File: src/rtl/fetch_queue_if.sv
// rtl/fetch_queue_if.sv - fetch request, response and decode-side handshake bundle
interface fetch_queue_if #(
  parameter int DATA_W = 64
);
  logic              req_valid;
  logic              req_ready;
  logic              resp_valid;
  logic [DATA_W-1:0] resp_data;
  logic              deq_valid;
  logic              deq_ready;
  logic [DATA_W-1:0] deq_data;

  modport master (
    output req_valid, resp_valid, resp_data, deq_ready,
    input  req_ready, deq_valid, deq_data
  );

  modport slave (
    input  req_valid, resp_valid, resp_data, deq_ready,
    output req_ready, deq_valid, deq_data
  );
endinterface

File: src/rtl/fetch_queue.sv
// rtl/fetch_queue.sv - in-order fetch queue with request credits and flush-safe response cancellation
module fetch_queue #(
  parameter int DATA_W = 64,
  parameter int DEPTH  = 4,
  parameter int CNT_W  = $clog2(DEPTH + 1)
) (
  input  logic             clk,
  input  logic             resetn,
  input  logic             flush,
  fetch_queue_if.slave     bus,
  output logic [CNT_W-1:0] count,
  output logic             discarding
);
  localparam int PTR_W = $clog2(DEPTH);
  localparam int SUM_W = CNT_W + 1;

  logic [DATA_W-1:0] mem [DEPTH];
  logic [PTR_W-1:0]  rd_ptr;
  logic [PTR_W-1:0]  wr_ptr;
  logic [CNT_W-1:0]  outstanding;
  logic [CNT_W-1:0]  discard;

  logic             resp_ok;
  logic             req_fire;
  logic             push;
  logic             drop;
  logic             pop;
  logic [SUM_W-1:0] credit_sum;

  // A response with nothing in flight is a protocol violation and is ignored outright.
  always_comb begin
    credit_sum    = {1'b0, count} + {1'b0, outstanding};
    bus.req_ready = resetn & ~flush & (credit_sum < SUM_W'(DEPTH));
    bus.deq_valid = resetn & (count != '0);
    bus.deq_data  = mem[rd_ptr];
    discarding    = (discard != '0);
    resp_ok       = bus.resp_valid & (outstanding != '0);
    req_fire      = bus.req_valid & bus.req_ready;
    push          = resp_ok & ~flush & (discard == '0);
    drop          = resp_ok & ~flush & (discard != '0);
    pop           = bus.deq_valid & bus.deq_ready;
  end

  always_ff @(posedge clk) begin
    if (!resetn) begin
      rd_ptr      <= '0;
      wr_ptr      <= '0;
      count       <= '0;
      outstanding <= '0;
      discard     <= '0;
    end else if (flush) begin
      // Every response still in flight after this cycle belongs to a cancelled request.
      count       <= '0;
      rd_ptr      <= wr_ptr;
      outstanding <= outstanding - CNT_W'(resp_ok);
      discard     <= outstanding - CNT_W'(resp_ok);
    end else begin
      if (push) begin
        wr_ptr <= wr_ptr + PTR_W'(1);
      end
      if (pop) begin
        rd_ptr <= rd_ptr + PTR_W'(1);
      end
      if (drop) begin
        discard <= discard - CNT_W'(1);
      end
      count       <= count + CNT_W'(push) - CNT_W'(pop);
      outstanding <= outstanding + CNT_W'(req_fire) - CNT_W'(resp_ok);
    end
  end

  // Storage is deliberately left uninitialised by reset.
  always_ff @(posedge clk) begin
    if (resetn && push) begin
      mem[wr_ptr] <= bus.resp_data;
    end
  end
endmodule

File: src/flat_wrapper.sv
// flat-port wrapper written by rule: the top's interface ports become plain ports
module fetch_queue_flat 
#(
  parameter int DATA_W = 64,
  parameter int DEPTH  = 4,
  parameter int CNT_W  = $clog2(DEPTH + 1)
)
  (clk, resetn, flush, count, discarding, bus_req_valid, bus_resp_valid, bus_resp_data, bus_deq_ready, bus_req_ready, bus_deq_valid, bus_deq_data);
  fetch_queue_if #(.DATA_W(DATA_W)) bus_i ();
  input  logic clk;
  input  logic resetn;
  input  logic flush;
  output logic [CNT_W-1:0] count;
  output logic discarding;
  input wire logic [$bits(bus_i.req_valid)-1:0] bus_req_valid;
  input wire logic [$bits(bus_i.resp_valid)-1:0] bus_resp_valid;
  input wire logic [$bits(bus_i.resp_data)-1:0] bus_resp_data;
  input wire logic [$bits(bus_i.deq_ready)-1:0] bus_deq_ready;
  output wire logic [$bits(bus_i.req_ready)-1:0] bus_req_ready;
  output wire logic [$bits(bus_i.deq_valid)-1:0] bus_deq_valid;
  output wire logic [$bits(bus_i.deq_data)-1:0] bus_deq_data;
  assign bus_i.req_valid = bus_req_valid;
  assign bus_i.resp_valid = bus_resp_valid;
  assign bus_i.resp_data = bus_resp_data;
  assign bus_i.deq_ready = bus_deq_ready;
  assign bus_req_ready = bus_i.req_ready;
  assign bus_deq_valid = bus_i.deq_valid;
  assign bus_deq_data = bus_i.deq_data;
  fetch_queue #(.DATA_W(DATA_W), .DEPTH(DEPTH), .CNT_W(CNT_W)) u_core (.clk(clk), .resetn(resetn), .flush(flush), .bus(bus_i), .count(count), .discarding(discarding));
endmodule
File: config.mk
export PLATFORM = sky130hd
export DESIGN_NAME = fetch_queue_flat
export DESIGN_NICKNAME = d
export VERILOG_FILES = /design/src/rtl/fetch_queue_if.sv /design/src/rtl/fetch_queue.sv /design/src/flat_wrapper.sv
export SDC_FILE = /design/constraint.sdc
export NUM_CORES = 1
export LEC_CHECK = 0
export CAP_MARGIN = 0
export CORE_MARGIN = 2
export CORE_UTILIZATION = 49
export DETAILED_ROUTE_END_ITERATION = 10
export PLACE_DENSITY = 0.75
export SETUP_SLACK_MARGIN = 0.4
export SLEW_MARGIN = 20
export SYNTH_ARGS = -nofsm -noshare
export SYNTH_HDL_FRONTEND = slang
export SYNTH_SLANG_ARGS = --single-unit
File: constraint.sdc
create_clock -name clk -period 3.1 [get_ports clk]
set_input_delay 0.775 -clock clk [delete_from_list [all_inputs] [get_ports clk]]
set_output_delay 0.775 -clock clk [all_outputs]
set_load 0.01 [all_outputs]
==> results.md, run 1 <==
* Seq pwr share at 50.3%
* HPWL after DPL at 11640 um
* Initial DRC count at 308
* Max H-tree Level at 1
* Routed wire per std cell at 21.23 um
* Initial antenna violation count at 0
* Data arrival, critical path at 1980 ps
* Synthesis-to-layout area growth at 29.77%
* Reg clk slew, reported paths at 60 ps
* Clock power frac at 37.2%
* TritonCTS clock tree: built
* IO Port Bufs at 139
* Setup_tns at 0 ps
* Routed wire length at 19580 um
* FF+latch area at 8000 um2
* Critical Path RT at 2320 ps
* Starting density of the core at 50.12%
* Number of cell rows at 52
* Post-synth EDFFs at 256
* Hold WC Path Type: reg2reg
* Overflow after GRT at 0
* Status: complete, no violations
* Final Cycle Share at 88.73%
* Share of flip-flops with an asynchronous set or reset at 0%
* Leakage at 0.004451 uW
* CP Capture Type: output pin
* CTS Sinks at 271
* Primary FF master, synth: edfxtp_1
* Sw Pwr at 1779 uW
* Largest net degree at the start of global routing at 51
* Die area at 22000 um2
* Synth Net Count at 529
* Placer congestion estimate at 0.8114
* # DRC at 0
* Fin. Hold Viols at 0
* Footprint of the multi-input gates at 2088 um2
* Syn Inst Count at 443
* Max Fclk at 363.5 MHz
* Relative slew slack at 74.72%
* CTS Buf Count at 27
* Latest clock arrival within the worst-skew pair at 520 ps
* Net Sw Frac at 21.46%
* Number of fill cells at 1373
* Die height at 148.3 um
* Setup repair after global routing missed its margin: yes
* Register area share after synthesis at 78.26%
* Core region area at 20360 um2
* Cell Area, Placed at 12140 um2
* Power per cell area at 625.9 nW/um2
* Synthesized cell area at 10210 um2
* IO Count at 140
* Global-route wire length before repair at 30220 um
* Drt first pass iters at 4
* Bufs on Longest Clock Path at 3
* CP max FO at 8
* Layout cells sized above 1 at 33.59%
* Post-synthesis register bit count at 271
* # diodes at 0
* Synth warn at 0
* Avg Cell Area, Syn at 23.04 um2
* Max cap viols at 0
* Post-DR vias/cell at 5.359
* Vias in the first global route at 5374
* Type of origin of the critical path: flip-flop
* Slew @ Worst Pin at 379.2 ps
* Root Buffer: clkbuf_16
* Fin crit period at 2751 ps
* VDD IR-drop max at 373.1 uV
* Synth cell types at 38
* Via count at 4941
* Cell area after layout at 13240 um2
* Pins Over Slew Limit at 0
* Nets@finish at 721
* WS Path Type: reg2out
* Combinational Power Share at 12.5%
* Gr usage total at 18.11%
* Post-Route Skew at 11.43 ps
* Die width at 148.3 um
* Post-DRT Antenna Nets at 0
* Setup Viol. Count Final at 0
* Power Internal at 6510 uW
==> area by class of cell <==
class | count | share of cell area (%)
Clock buffer | 33 | 5.272
Tap cell | 270 | 2.551
Clock inverter | 13 | 1.049
Timing Repair Buffer | 181 | 14.50
Sequential cell | 271 | 60.41
Multi-Input combinational cell | 138 | 15.77
Inverter | 16 | 0.4535
==> through the flow <==
step	hold slack [ps]	utilization [%]	total power, uW	std cells	worst slack [ps]
2_1_floorplan	481.2	-	4749	443	518.7
3_3_place_gp	491.2	59.59	5182	855	137.0
3_5_place_dp	525.0	59.59	5212	855	106.7
4_1_cts	520.5	64.14	8323	920	327.8
5_1_grt	546.2	65.03	8587	922	278.3
6_report	519.8	65.03	8290	922	349.3
==> what timing repair did <==
action,in CTS,in global routing
pin swaps,0,0
hold buffers,0,0
setup endpoints to repair,67,49
hold endpoints to repair,0,0
setup buffers,14,2
gates cloned,5,0
resized for setup,290,36
==> cells in the mapped netlist (4+ instances only) <==
| master | instances | area [um2] |
|---|---|---|
| buf_4 | 6 | 45.04 |
| mux4_2 | 64 | 1441 |
| clkbuf_1 | 6 | 22.52 |
| xnor2_1 | 4 | 35.03 |
| edfxtp_1 | 256 | 7687 |
| nor3_1 | 4 | 20.02 |
| buf_2 | 6 | 30.03 |
| nor2_1 | 6 | 22.52 |
| dfxtp_1 | 15 | 300.3 |
| and3_1 | 6 | 37.54 |
| ha_1 | 14 | 175.2 |
| inv_1 | 16 | 60.06 |
==> power by group through the flow <==
| stage | clock network, uW | logic (uW) | registers, uW |
|---|---|---|---|
| 6_report | 3090 | 1030 | 4170 |
| 5_1_grt | 3280 | 1120 | 4180 |
| 4_1_cts | 3150 | 1000 | 4170 |
| 3_5_place_dp | 0 | 965 | 4250 |
| 3_3_place_gp | 0 | 941 | 4240 |
| 2_1_floorplan | 0 | 525 | 4220 |
==> cell usage in the layout, fill, tap and decap left out, drive strengths merged, types with 3 or more instances in the layout <==
cell,instances
clkinv,9
ha,14
and3,7
clkdlybuf4s50,72
xnor2,4
nor2,6
nor3,4
o21ai,3
and2,3
edfxtp,256
inv,17
buf,106
mux4,64
dfxtp,15
nand2,3
a21oi,3
o31ai,3
bufinv,3
clkbuf,33
==> path summary, 6_finish.rpt <==
path / from / to / slack [ps] / cells after the start
max: flip-flop / bus_deq_data[33] / 350 / 5
max reg2reg: u_core.count[1]$_SDFF_PP0_ / u_core.outstanding[2]$_SDFF_PN0_ / 860 / 9
min: u_core.outstanding[2]$_SDFF_PN0_ / u_core.outstanding[2]$_SDFF_PN0_ / 520 / 2
min reg2reg: u_core.outstanding[2]$_SDFF_PN0_ / u_core.outstanding[2]$_SDFF_PN0_ / 520 / 2
==> per-layer routing <==
layer	wire, um	vias to the layer above	GRT usage [%]
li1	-	2226	-
met1	7693	2527	23.15
met2	10180	169	31.67
met3	1440	19	4.018
met4	260	0	4.857
met5	0	-	0
==> cell families (layout without fill, tap and decap cells) <==
| kind of cell | after synthesis | in the layout | synth area share, % |
|---|---|---|---|
| buf+inv | 34 | 243 | 1.545 |
| xor+xnor | 5 | 5 | 0.4291 |
| flops | 271 | 271 | 78.26 |
| fa+ha+maj | 16 | 16 | 2.109 |
| mux | 66 | 66 | 14.32 |
| simple gates | 33 | 33 | 1.962 |
| compound gates | 18 | 18 | 1.373 |
==> flip-flops by register name (all words and copies together), names as in the netlist, named ones only <==
name	count
u_core.mem	256
u_core.rd_ptr	2
u_core.discard	3
u_core.wr_ptr	2
u_core.outstanding	3
u_core.count	3
==> critical path: stages, from the launching register on <==
cell and delay, ps:
dfxtp_4 410, buf_6 120, buf_12 110, buf_16 140
mux4_2 530, buf_6 140
Power figures use the tool's default switching activity.
==> inputs of run 2 (changes only) <==
--- a/config.mk
+++ b/config.mk
@@ -8,7 +8,9 @@
 export CAP_MARGIN = 0
 export CORE_MARGIN = 2
 export CORE_UTILIZATION = 49
+export CTS_CLUSTER_DIAMETER = 40
 export DETAILED_ROUTE_END_ITERATION = 10
+export GPL_TIMING_DRIVEN = 0
 export PLACE_DENSITY = 0.75
 export SETUP_SLACK_MARGIN = 0.4
 export SLEW_MARGIN = 20
==> results.md, run 2 (same netlist as run 1, synthesis figures left out) <==
* Status: complete, no violations (unchanged)
* Overflow after GRT at 0 (unchanged)
* Number of fill cells at 1312 (was 1373)
* Number of cell rows at 52 (unchanged)
* Max cap viols at 0 (unchanged)
* Max H-tree Level at 2 (was 1)
* Placer congestion estimate at 0.8256 (was 0.8114)
* Bufs on Longest Clock Path at 3 (unchanged)
* Largest net degree at the start of global routing at 37 (was 51)
* Fin crit period at 2683 ps (was 2751 ps)
* Net Sw Frac at 21.67% (was 21.46%)
* Critical Path RT at 2320 ps (about the same)
* Die height at 148.3 um (unchanged)
* Post-DRT Antenna Nets at 0 (unchanged)
* Data arrival, critical path at 1910 ps (was 1980 ps)
* Final Cycle Share at 86.56% (was 88.73%)
* Via count at 4987 (was 4941)
* Power per cell area at 668.8 nW/um2 (was 625.9 nW/um2)
* Latest clock arrival within the worst-skew pair at 490 ps (was 520 ps)
* CP Capture Type: output pin (unchanged)
* Commonest non-fill, non-tap cell in the layout: edfxtp_1 (unchanged)
* Starting density of the core at 50.12% (unchanged)
* Initial antenna violation count at 0 (unchanged)
* Cell area after layout at 13250 um2 (was 13240 um2)
* Finished Layout Cells at 926 (was 922)
* Clock power frac at 41.8% (was 37.2%)
* Post-DR vias/cell at 5.386 (was 5.359)
* Reg clk slew, reported paths at 60 ps (about the same)
* Gr usage total at 18.24% (was 18.11%)
* CP max FO at 5 (was 8)
* Most frequent cells in the layout: 256 x edfxtp_1, 71 x clkdlybuf4s50_1, 64 x mux4_2 (was 256 x edfxtp_1, 72 x clkdlybuf4s50_1, 64 x mux4_2)
* HPWL after DPL at 11870 um (was 11640 um)
* Routed wire per std cell at 21.29 um (was 21.23 um)
* VDD IR-drop max at 400.9 uV (was 373.1 uV)
* # DRC at 0 (unchanged)
* Setup Viol. Count Final at 0 (unchanged)
* Max Fclk at 372.7 MHz (was 363.5 MHz)
* Layout cells sized above 1 at 34.15% (was 33.59%)
* Post-Route Skew at 11.54 ps (was 11.43 ps)
* Fin. Hold Viols at 0 (unchanged)
* Pins Over Slew Limit at 0 (unchanged)
* Setup repair after global routing missed its margin: yes (unchanged)
* Cell Area, Placed at 12030 um2 (was 12140 um2)
* Slew @ Worst Pin at 573.0 ps (was 379.2 ps)
* # diodes at 0 (unchanged)
* Die area at 22000 um2 (unchanged)
* Nets@finish at 720 (was 721)
* WS Path Type: reg2out (unchanged)
* Die width at 148.3 um (unchanged)
* Hold_buf cts at 0 (unchanged)
* Leakage at 0.004485 uW (was 0.004451 uW)
* Combinational Power Share at 11.1% (was 12.5%)
* Routed wire length at 19710 um (was 19580 um)
* Seq pwr share at 47.1% (was 50.3%)
* TritonCTS clock tree: built (unchanged)
* Power Internal at 6941 uW (was 6510 uW)
* Drt first pass iters at 4 (unchanged)
* CTS Buf Count at 34 (was 27)
* Vias in the first global route at 5522 (was 5374)
* IO Count at 140 (unchanged)
* Placed Instances at 855 (unchanged)
* Core region area at 20360 um2 (unchanged)
* Synthesis-to-layout area growth at 29.82% (was 29.77%)
* Initial DRC count at 255 (was 308)
* IO Port Bufs at 138 (was 139)
* Hold WC Path Type: reg2reg (unchanged)
* Relative slew slack at 61.80% (was 74.72%)
* CTS Sinks at 271 (unchanged)
* Global-route wire length before repair at 30450 um (was 30220 um)
* Max reg flops at 256 (unchanged)
* Sw Pwr at 1920 uW (was 1779 uW)
* Root Buffer: clkbuf_16 (unchanged)
* Reg with most FFs: u_core.mem (unchanged)
* Type of origin of the critical path: flip-flop (unchanged)
[run 2: worst max-delay path: stages (launching register included)]
cell and delay (ps):
dfxtp_4 380, buf_12 150, buf_12 120, clkbuf_16 140, mux4_2 480, clkbuf_2 150
[run 2: repair_timing]
action / CTS / global route
hold endpoints to repair: 0 / 0
gates cloned: 3 / 5
setup buffers: 4 / 1
gates resized for setup: 182 / 92
pin swaps: 0 / 0
setup endpoints to repair: 66 / 56
[run 2: final cells by class]
| cell class | count | area (um2) | area share (%) |
|---|---|---|---|
| multi-input combinational | 138 | 2097 | 15.83 |
| buffer | 18 | 227.7 | 1.719 |
| sequential | 271 | 7996 | 60.35 |
| clock inverter | 16 | 143.9 | 1.086 |
| clock buffer | 42 | 933.4 | 7.045 |
| tap | 270 | 337.8 | 2.550 |
| inverter | 16 | 60.06 | 0.4533 |
| timing repair buffer | 155 | 1453 | 10.96 |
[run 2: per-stage QoR]
step                power [uW]  utilization (%)  hold WS [ps]  TNS [ps]  setup WS (ps)
global placement          5154            58.58         491.3   -135620         -544.0
finish                    8861            65.06         539.6         0          416.6
CTS                       8926            65.26         533.4         0          295.5
global route              9207            65.06         566.2         0          330.9
detailed placement        5208            59.05         534.0     -1818         -217.8
floorplan                 4749                -         481.2         0          518.7
[run 2: per-layer routing]
metal,part of all wire [%],GRT usage [%]
met1,40,22.47
met2,52,32.48
met3,6.3,4.663
met4,1.4,4.571
met5,0,0
[run 2: power by group through the flow]
| stage | logic (uW) | registers [uW] | clock network, uW |
|---|---|---|---|
| final | 986 | 4170 | 3700 |
| after global placement | 922 | 4230 | 0 |
| after floorplan | 525 | 4220 | 0 |
| after detailed placement | 971 | 4240 | 0 |
| after CTS | 987 | 4160 | 3770 |
| after global routing | 1080 | 4180 | 3950 |
[run 2: final timing paths]
path / from / depth (start not counted) / to / slack [ps]
worst max register to register: u_core.outstanding[0]$_SDFF_PN0_ / 9 / u_core.outstanding[2]$_SDFF_PN0_ / 630
worst min register to register: u_core.wr_ptr[0]$_SDFFE_PN0P_ / 2 / u_core.wr_ptr[0]$_SDFFE_PN0P_ / 540
worst min-delay path: u_core.wr_ptr[0]$_SDFFE_PN0P_ / 2 / u_core.wr_ptr[0]$_SDFFE_PN0P_ / 540
worst max-delay path: flip-flop / 5 / bus_deq_data[61] / 420
==> inputs of run 3 (changes only) <==
--- a/config.mk
+++ b/config.mk
@@ -7,11 +7,10 @@
 export LEC_CHECK = 0
 export CAP_MARGIN = 0
 export CORE_MARGIN = 2
-export CORE_UTILIZATION = 49
+export CORE_UTILIZATION = 40
 export CTS_CLUSTER_DIAMETER = 40
 export DETAILED_ROUTE_END_ITERATION = 10
 export GPL_TIMING_DRIVEN = 0
-export PLACE_DENSITY = 0.75
 export SETUP_SLACK_MARGIN = 0.4
 export SLEW_MARGIN = 20
 export SYNTH_ARGS = -nofsm -noshare
==> results.md, run 3 (same netlist as run 1, synthesis figures left out) <==
* Vias in the first global route at 5539 (was 5522)
* Core region area at 25110 um2 (was 20360 um2)
* Setup repair after global routing missed its margin: yes (unchanged)
* Crit path max-delay family: buffers and inverters (unchanged)
* Data arrival, critical path at 1990 ps (was 1910 ps)
* Starting density of the core at 40.65% (was 50.12%)
* Post-Route Skew at 18.23 ps (was 11.54 ps)
* CTS Buf Count at 39 (was 34)
* Initial DRC count at 342 (was 255)
* Final Cycle Share at 89.35% (was 86.56%)
* # DRC at 0 (unchanged)
* TritonCTS clock tree: built (unchanged)
* # diodes at 0 (unchanged)
* Most frequent cells in the layout: 256 x edfxtp_1, 70 x clkdlybuf4s50_1, 64 x mux4_2 (was 256 x edfxtp_1, 71 x clkdlybuf4s50_1, 64 x mux4_2)
* Commonest non-fill, non-tap cell in the layout: edfxtp_1 (unchanged)
* Leakage at 0.004669 uW (was 0.004485 uW)
* Largest net degree at the start of global routing at 43 (was 37)
* IO Port Bufs at 138 (unchanged)
* Drt first pass iters at 6 (was 4)
* Reg clk slew, reported paths at 60 ps (about the same)
* Reg with most FFs: u_core.mem (unchanged)
* CP Capture Type: output pin (unchanged)
* Via count at 5096 (was 4987)
* Delay of the slowest cell on the worst path at 510 ps (was 480 ps)
* Reg-to-reg startpoint: u_core.outstanding[1]$_SDFF_PN0_ (was u_core.outstanding[0]$_SDFF_PN0_)
* Overflow after GRT at 0 (unchanged)
* Slew @ Worst Pin at 709.3 ps (was 573.0 ps)
* Global-route wire length before repair at 31030 um (was 30450 um)
* Total power at 9533 uW (was 8861 uW)
* Critical Path RT at 2320 ps (about the same)
* Root Buffer: clkbuf_16 (unchanged)
* Post-DR vias/cell at 5.061 (was 5.386)
* Pins Over Slew Limit at 0 (unchanged)
* Type of origin of the critical path: flip-flop (unchanged)
* Fin crit period at 2770 ps (was 2683 ps)
* Die width at 163.7 um (was 148.3 um)
* Hold Startpoint: u_core.wr_ptr[1]$_SDFFE_PN0P_ (was u_core.wr_ptr[0]$_SDFFE_PN0P_)
* Nets@finish at 734 (was 720)
* Footprint of the multi-input gates at 2097 um2 (unchanged)
* Layout cells sized above 1 at 36.48% (was 34.15%)
* Setup Viol. Count Final at 0 (unchanged)
* Worst path buffer plus inverter count at 5 (was 4)
* WS Path Type: reg2out (unchanged)
* Fin. Hold Viols at 0 (unchanged)
* Initial antenna violation count at 0 (unchanged)
* Hold WC Path Type: reg2reg (unchanged)
* Power per cell area at 693.1 nW/um2 (was 668.8 nW/um2)
* Routed wire per std cell at 20.43 um (was 21.29 um)
* Hold WS at 515.3 ps (was 539.6 ps)
* Die height at 163.7 um (was 148.3 um)
* Status: complete, no violations (unchanged)
* Gr usage total at 15.30% (was 18.24%)
* Post-DRT Antenna Nets at 0 (unchanged)
* CP max-delay cell: mux4_2 (unchanged)
* Cell breakdown of the critical path: buf_12 -> buf_12 -> buf_12 -> buf_16 -> mux4_2 -> buf_6 (was buf_12 -> buf_12 -> clkbuf_16 -> mux4_2 -> clkbuf_2)
* IO Count at 140 (unchanged)
* Synthesis-to-layout area growth at 34.77% (was 29.82%)
* Worst slack, placed at -213.8 ps (was -217.8 ps)
* Worst setup margin at 330.0 ps (was 416.6 ps)
* Max cap viols at 0 (unchanged)
* Routed wire length at 20580 um (was 19710 um)
* Placer congestion estimate at 0.7805 (was 0.8256)
* CP max FO at 6 (was 5)
* Max reg flops at 256 (unchanged)
* CTS Sinks at 271 (unchanged)
* Max Fclk at 361.0 MHz (was 372.7 MHz)
* Max H-tree Level at 2 (unchanged)
* Number of cell rows at 58 (was 52)
* Bufs on Longest Clock Path at 3 (unchanged)
* Setup_tns at 0 ps (unchanged)
* VDD IR-drop max at 350.8 uV (was 400.9 uV)
* FF+latch area at 7996 um2 (unchanged)
* Die area at 26810 um2 (was 22000 um2)
* Crit-path most repeated cell: buf_12 (unchanged)
* HPWL after DPL at 11970 um (was 11870 um)
* Number of fill cells at 1977 (was 1312)
* Relative slew slack at 52.71% (was 61.80%)
* Latest clock arrival within the worst-skew pair at 510 ps (was 490 ps)
==> run 3: cell types whose count changed in the layout (fill, tap and decap cells not counted), sizes merged, moves of 2 or more <==
cell	change
clkbuf	-13
clkinvlp	+5
inv	+2
bufinv	+2
clkinv	+3
buf	+22
==> run 3: worst register-to-register path, stage by stage (launching register included) <==
cell     delay [ps]
dfxtp_1         380
o31ai_4         420
inv_1           130
ha_1            290
inv_1            50
ha_1            220
fa_1            390
xor2_1          150
o21ai_0         210
mux2i_1         190
==> run 3: stage by stage <==
step           util (%)  cell area [um2]  cells
3_5_place_dp      48.22            12110    915
4_1_cts           53.99            13560    994
2_1_floorplan         -            10210    443
3_3_place_gp      47.81            12010    911
6_report          54.78            13750   1007
5_1_grt           54.78            13750   1007
==> run 3: metal layers <==
layer | wire length, um | vias up | track usage (%)
li1 | - | 2269 | -
met1 | 8820 | 2661 | 20.08
met2 | 10360 | 139 | 25.76
met3 | 1102 | 27 | 3.712
met4 | 293 | 0 | 3.987
met5 | 0 | - | 0
==> run 3: area by class of cell <==
cell class | instances | area share (%)
tap | 330 | 3.002
inverter | 16 | 0.4366
buffer | 18 | 1.565
multi-input combinational | 138 | 15.25
sequential | 271 | 58.14
clock buffer | 42 | 7.332
clock inverter | 28 | 2.110
timing repair buffer | 164 | 12.17
==> run 3: worst paths after layout <==
path / to / slack [ps] / depth (start not counted)
min: u_core.wr_ptr[1]$_SDFFE_PN0P_ / 520 / 2
max: bus_deq_data[49] / 330 / 6
max reg2reg: u_core.outstanding[2]$_SDFF_PN0_ / 590 / 9
min reg2reg: u_core.wr_ptr[1]$_SDFFE_PN0P_ / 520 / 2
==> run 3: timing repair <==
item | 4_1_cts | 5_1_grt
hold buffers | 0 | 0
buffers inserted | 6 | 9
gates cloned | 3 | 4
pin swaps | 0 | 1
setup endpoints to repair | 67 | 70
gates resized for setup | 188 | 126
==> run 3: report_power, final <==
group	switching (uW)	internal, uW	total, uW
registers	58.6	4110	4170
logic	488	564	1050
clock network	1590	2720	4310
